$ cat src/rtl/vga640x360.sv
// ---------------------------------------------------------------------------
// vga640x360
//   VGA timing generator for a 640x360 letterboxed picture centred inside a
//   standard 640x480 @ 60 Hz frame (800 x 525 total pixel clocks).
//   The block runs on the fast system clock. Its horizontal and vertical
//   counters advance only on cycles where the external pixel strobe is high.
//   Every output is a combinational decode of the two counters, so all
//   outputs change together, on the same clock edge as the counters.
//
// Ports
//   i_clk        system clock
//   i_rst        asynchronous, active-high reset; clears both counters
//   i_pix_stb    pixel enable; the counters advance only when this is high
//   o_hs         horizontal sync, active low
//   o_vs         vertical sync, active low
//   o_blanking   high outside the 640x360 active window
//   o_active     high inside the 640x360 active window
//   o_screenend  high for the last pixel of the frame
//   o_animate    high for the last pixel of the last active line
//   o_x          pixel column 0..639 (0 during left blanking)
//   o_y          pixel row 0..359 (clamped during top and bottom blanking)
// ---------------------------------------------------------------------------
module vga640x360 #(
  parameter int HS_STA = 16,
  parameter int HS_END = 112,
  parameter int HA_STA = 160,
  parameter int VS_STA = 490,
  parameter int VS_END = 492,
  parameter int VA_STA = 60,
  parameter int VA_END = 420,
  parameter int LINE   = 800,
  parameter int SCREEN = 525
) (
  input  logic       i_clk,
  input  logic       i_rst,
  input  logic       i_pix_stb,
  output logic       o_hs,
  output logic       o_vs,
  output logic       o_blanking,
  output logic       o_active,
  output logic       o_screenend,
  output logic       o_animate,
  output logic [9:0] o_x,
  output logic [8:0] o_y
);

  localparam logic [9:0] HS_STA_C    = 10'(HS_STA);
  localparam logic [9:0] HS_END_C    = 10'(HS_END);
  localparam logic [9:0] HA_STA_C    = 10'(HA_STA);
  localparam logic [9:0] VS_STA_C    = 10'(VS_STA);
  localparam logic [9:0] VS_END_C    = 10'(VS_END);
  localparam logic [9:0] VA_STA_C    = 10'(VA_STA);
  localparam logic [9:0] VA_END_C    = 10'(VA_END);
  localparam logic [9:0] VA_LAST_C   = 10'(VA_END - 1);
  localparam logic [9:0] LINE_LAST   = 10'(LINE - 1);
  localparam logic [9:0] SCREEN_LAST = 10'(SCREEN - 1);
  localparam logic [8:0] VA_STA_Y    = 9'(VA_STA);
  localparam logic [8:0] Y_MAX       = 9'(VA_END - VA_STA - 1);

  logic [9:0] h_count_q, h_count_d;
  logic [9:0] v_count_q, v_count_d;

  // Raster scan: h wraps at the end of each line and carries into v.
  always_comb begin
    h_count_d = h_count_q;
    v_count_d = v_count_q;
    if (i_pix_stb) begin
      if (h_count_q == LINE_LAST) begin
        h_count_d = '0;
        v_count_d = (v_count_q == SCREEN_LAST) ? '0 : v_count_q + 10'd1;
      end else begin
        h_count_d = h_count_q + 10'd1;
      end
    end
  end

  always_ff @(posedge i_clk or posedge i_rst) begin
    if (i_rst) begin
      h_count_q <= '0;
      v_count_q <= '0;
    end else begin
      h_count_q <= h_count_d;
      v_count_q <= v_count_d;
    end
  end

  assign o_hs = !((h_count_q >= HS_STA_C) && (h_count_q < HS_END_C));
  assign o_vs = !((v_count_q >= VS_STA_C) && (v_count_q < VS_END_C));

  assign o_blanking = (h_count_q < HA_STA_C) || (v_count_q < VA_STA_C) ||
                      (v_count_q >= VA_END_C);
  assign o_active   = !o_blanking;

  assign o_screenend = (v_count_q == SCREEN_LAST) && (h_count_q == LINE_LAST);
  assign o_animate   = (v_count_q == VA_LAST_C) && (h_count_q == LINE_LAST);

  assign o_x = (h_count_q < HA_STA_C) ? '0 : (h_count_q - HA_STA_C);

  // The 9-bit subtraction wraps modulo 512. That gives the same low bits as
  // a 10-bit subtraction, and the row is always below 512 in the window.
  assign o_y = (v_count_q < VA_STA_C)  ? '0    :
               (v_count_q >= VA_END_C) ? Y_MAX :
               (v_count_q[8:0] - VA_STA_Y);

endmodule

$ cat config.mk
export PLATFORM = sky130hd
export DESIGN_NAME = vga640x360
export DESIGN_NICKNAME = d
export VERILOG_FILES = /design/src/rtl/vga640x360.sv
export SDC_FILE = /design/constraint.sdc
export NUM_CORES = 1
export LEC_CHECK = 0
export ABC_AREA = 0
export CELL_PAD_IN_SITES_DETAIL_PLACEMENT = 1
export CELL_PAD_IN_SITES_GLOBAL_PLACEMENT = 1
export CORE_UTILIZATION = 35
export CTS_CLUSTER_SIZE = 24
export DETAILED_ROUTE_END_ITERATION = 6
export HOLD_SLACK_MARGIN = 0.02
export PLACE_DENSITY_LB_ADDON = 0.1
export REMOVE_ABC_BUFFERS = 1
export SLEW_MARGIN = 15
export SYNTH_ARGS = -nofsm -noshare
export SYNTH_HDL_FRONTEND = slang
export SYNTH_SLANG_ARGS = --single-unit
$ cat constraint.sdc
create_clock -name i_clk -period 2.6 [get_ports i_clk]
set_input_delay 0.52 -clock i_clk [delete_from_list [all_inputs] [get_ports i_clk]]
set_output_delay 0.52 -clock i_clk [all_outputs]
set_load 0.01 [all_outputs]
==> results.json <==
{
  "timing.critical_path.to_type": "primary output",
  "grt_antenna_before_repair": 0,
  "leading_cell_types_in_the_layout_fill_and_taps_excluded": "buf_4 (28), nand3_1 (18), dfrtp_1 (18), nand2_1 (17)",
  "route.vias.total": 1560,
  "m1_wl_um": 2300,
  "top_level_ports": 28,
  "floorplan.die_area_um2": 4600,
  "fmaxAchievable_ghz": 0.400,
  "min_period_over_period": 0.962,
  "timing.setup.tns_ns": 0,
  "clkTransAtPathRegs_ns": 0.08,
  "setup.worst_path.class": "reg2out",
  "required_ns": 2.08,
  "final.fill_count": 516,
  "grt-ovfl-total": 0,
  "numPlacedInstances": 278,
  "clock_insertion_delay_worst_skew_ns": 0.26,
  "clock_sinks": 20,
  "postSynthRegisterBits": 20,
  "crit_path_start_kind": "flip-flop",
  "synthesis.instances": 184,
  "final.min_clock_period_ns": 2.50,
  "wl_met2_um": 2330,
  "synth_ff_type": "dfrtp_1",
  "routed_wl_um": 4800,
  "timing.max_cap.violations": 0,
  "r2r_setup_slack_ns": 0.64,
  "crit_buf_inv": 1,
  "timing_hold_violations_final": 0,
  "hpwl_um": 3630,
  "cts_inserted_buffers": 3,
  "cts_tree": "built",
  "areaGrowthSynthToFinish_pct": 40.0,
  "worstPathCellList": "ha_1 -> nand2_2 -> a31oi_2 -> o21ba_4 -> or3_1 -> clkdlybuf4s15_1",
  "global_route.usage.total": 0.229,
  "static-leakage-power_nw": 0.967,
  "finalSetupViolCount": 0,
  "antennaDiodeCount": 0,
  "clock_path_buffers": 2,
  "place.port_buffers": 27,
  "finalMaxSlewViolations": 0,
  "ant_nets": 0,
  "whs_ns": 0.587,
  "effective_utilization_at_floorplan": 0.371,
  "routed-wl-met3_um": 142,
  "routed.top_layer": "met4",
  "worstHoldPathType": "reg2reg",
  "final_cells": 286,
  "worst_path_dominant_cell_family": "flip-flops",
  "h-tree-depth": 1,
  "grt_start_max_net_pins": 21,
  "cts-root-buf": "clkbuf_8",
  "via_count_of_the_first_global_routing_pass": 1560,
  "core-area_um2": 4090,
  "via_per_inst": 5.45,
  "multiInputGateArea_um2": 966,
  "synth_cell_type_count": 41,
  "worst-path-max-fanout": 7,
  "route.detailed.drc": 0,
  "layout.cells.most_common": "buf_4",
  "ys.warnings.count": 0,
  "gp_routability_congestion": 0.921,
  "layout.nets": 252,
  "slew_limit_headroom": 0.749,
  "detail_route.iter0.violations": 50,
  "status": "completed",
  "wl_per_cell_um": 16.8,
  "setup_repair_after_global_routing_missed_its_margin": "yes",
  "vdd_ir_drop_max_mv": 0.393,
  "dieHeight_um": 67.9,
  "crit_path_max_incr_delay_ns": 0.46,
  "drt_first_pass_iters": 4,
  "rows": 23,
  "post_synth_arst_share": 1.00,
  "critPathArrivalTime_ns": 1.98,
  "mappedNetlistArea_um2": 1520,
  "synth-edff-count": 0,
  "grt_pass1_wl_um": 7810,
  "finalClockSkew_ns": 0.00569,
  "final_layout_size_suffix_gt1_frac": 0.203,
  "pwr_density_cell_nw_per_um2": 639,
  "cp_slowest_cell": "dfrtp_2",
  "worst_pin_slew_ns": 0.375,
  "register_area_um2": 503,
  "syn-mean-instance-area_um2": 8.25,
  "post_cts_hold_buffer_count": 0,
  "die_w_um": 67.9,
  "synth_sequential_area_ratio": 0.330
}
## sequential cells by signal (all words and copies together), names as in the netlist
register	count
v_count_q	10
h_count_q	10
## synthesized netlist by cell type (3+ instances only)
master    count  area [µm²]
a21oi_1       3        15.0
a31oi_1       7        43.8
clkbuf_1      5        18.8
dfrtp_1      20         500
ha_1         11         138
inv_1        14        52.6
nand2_1      19        71.3
nand3_1      18        90.1
nand4_1       4        25.0
nor2_1       13        48.8
nor2b_1       5        31.3
nor3_1        8        40.0
nor4_1        4        25.0
o21ai_0      10        50.1
or3_1         4        25.0
xnor2_1       8        70.1
xor2_1        3        26.3
## report_power, final
group | switching [W] | internal (W)
Clock | 0.000101 | 0.000103
Sequential | 0.0000416 | 0.000378
Combinational | 0.000375 | 0.000358
## worst register-to-register path, cell delays in order, from the launching register on
cell,delay (ns)
dfrtp_1,0.38
ha_2,0.21
nand2_1,0.09
or4_4,0.58
or4_1,0.55
o211ai_2,0.08
## logic make-up (layout without fill, tap and decap cells)
| group | after synthesis | in the layout | synth area share |
|---|---|---|---|
| buf+inv | 21 | 73 | 0.0552 |
| compound gates | 31 | 31 | 0.135 |
| fa+ha+maj | 11 | 11 | 0.0907 |
| mux | 3 | 3 | 0.0206 |
| xor+xnor | 11 | 11 | 0.0635 |
| flops | 20 | 20 | 0.330 |
| simple gates | 87 | 87 | 0.305 |
## layout make-up
type                    instances  area share
inverters                      14      0.0247
flip-flops and latches         20       0.237
repair buffers                 56       0.235
well taps                      50      0.0294
clock buffers                   3      0.0194
multi-input cells             143       0.455
## path summary, 6_finish.rpt
| kind | from | to | cells after the start |
|---|---|---|---|
| max | v_count_q[2] | o_blanking | 6 |
| min | v_count_q[7] | v_count_q[7] | 1 |
| max reg2reg | h_count_q[0] | v_count_q[3] | 5 |
| min reg2reg | v_count_q[7] | v_count_q[7] | 1 |
| max in group asynchronous | i_rst | v_count_q[3] | 3 |
| min in group asynchronous | i_rst | h_count_q[4] | 3 |
## routing by layer
layer | up-vias | track usage
met3 | 2 | 0.0400
met4 | 0 | 0.0391
li1 | 755 | -
met2 | 24 | 0.374
met5 | - | 0
met1 | 779 | 0.317
## repair_timing
item	4_1_cts	5_1_grt
buffers inserted	4	1
gates resized for setup	21	14
setup endpoints to repair	21	10
## per-stage QoR
stage	setup WS [ns]	util	instance area [µm²]	power [W]
detailed placement	0.0227	0.489	2000	0.00115
global placement	0.108	0.489	2000	0.00112
global route	-0.00850	0.520	2120	0.00146
CTS	0.0196	0.509	2080	0.00138
finish	0.0977	0.520	2120	0.00136
floorplan	0.429	-	1490	0.000785
No activity file was read; power rests on OpenSTA's default activity.
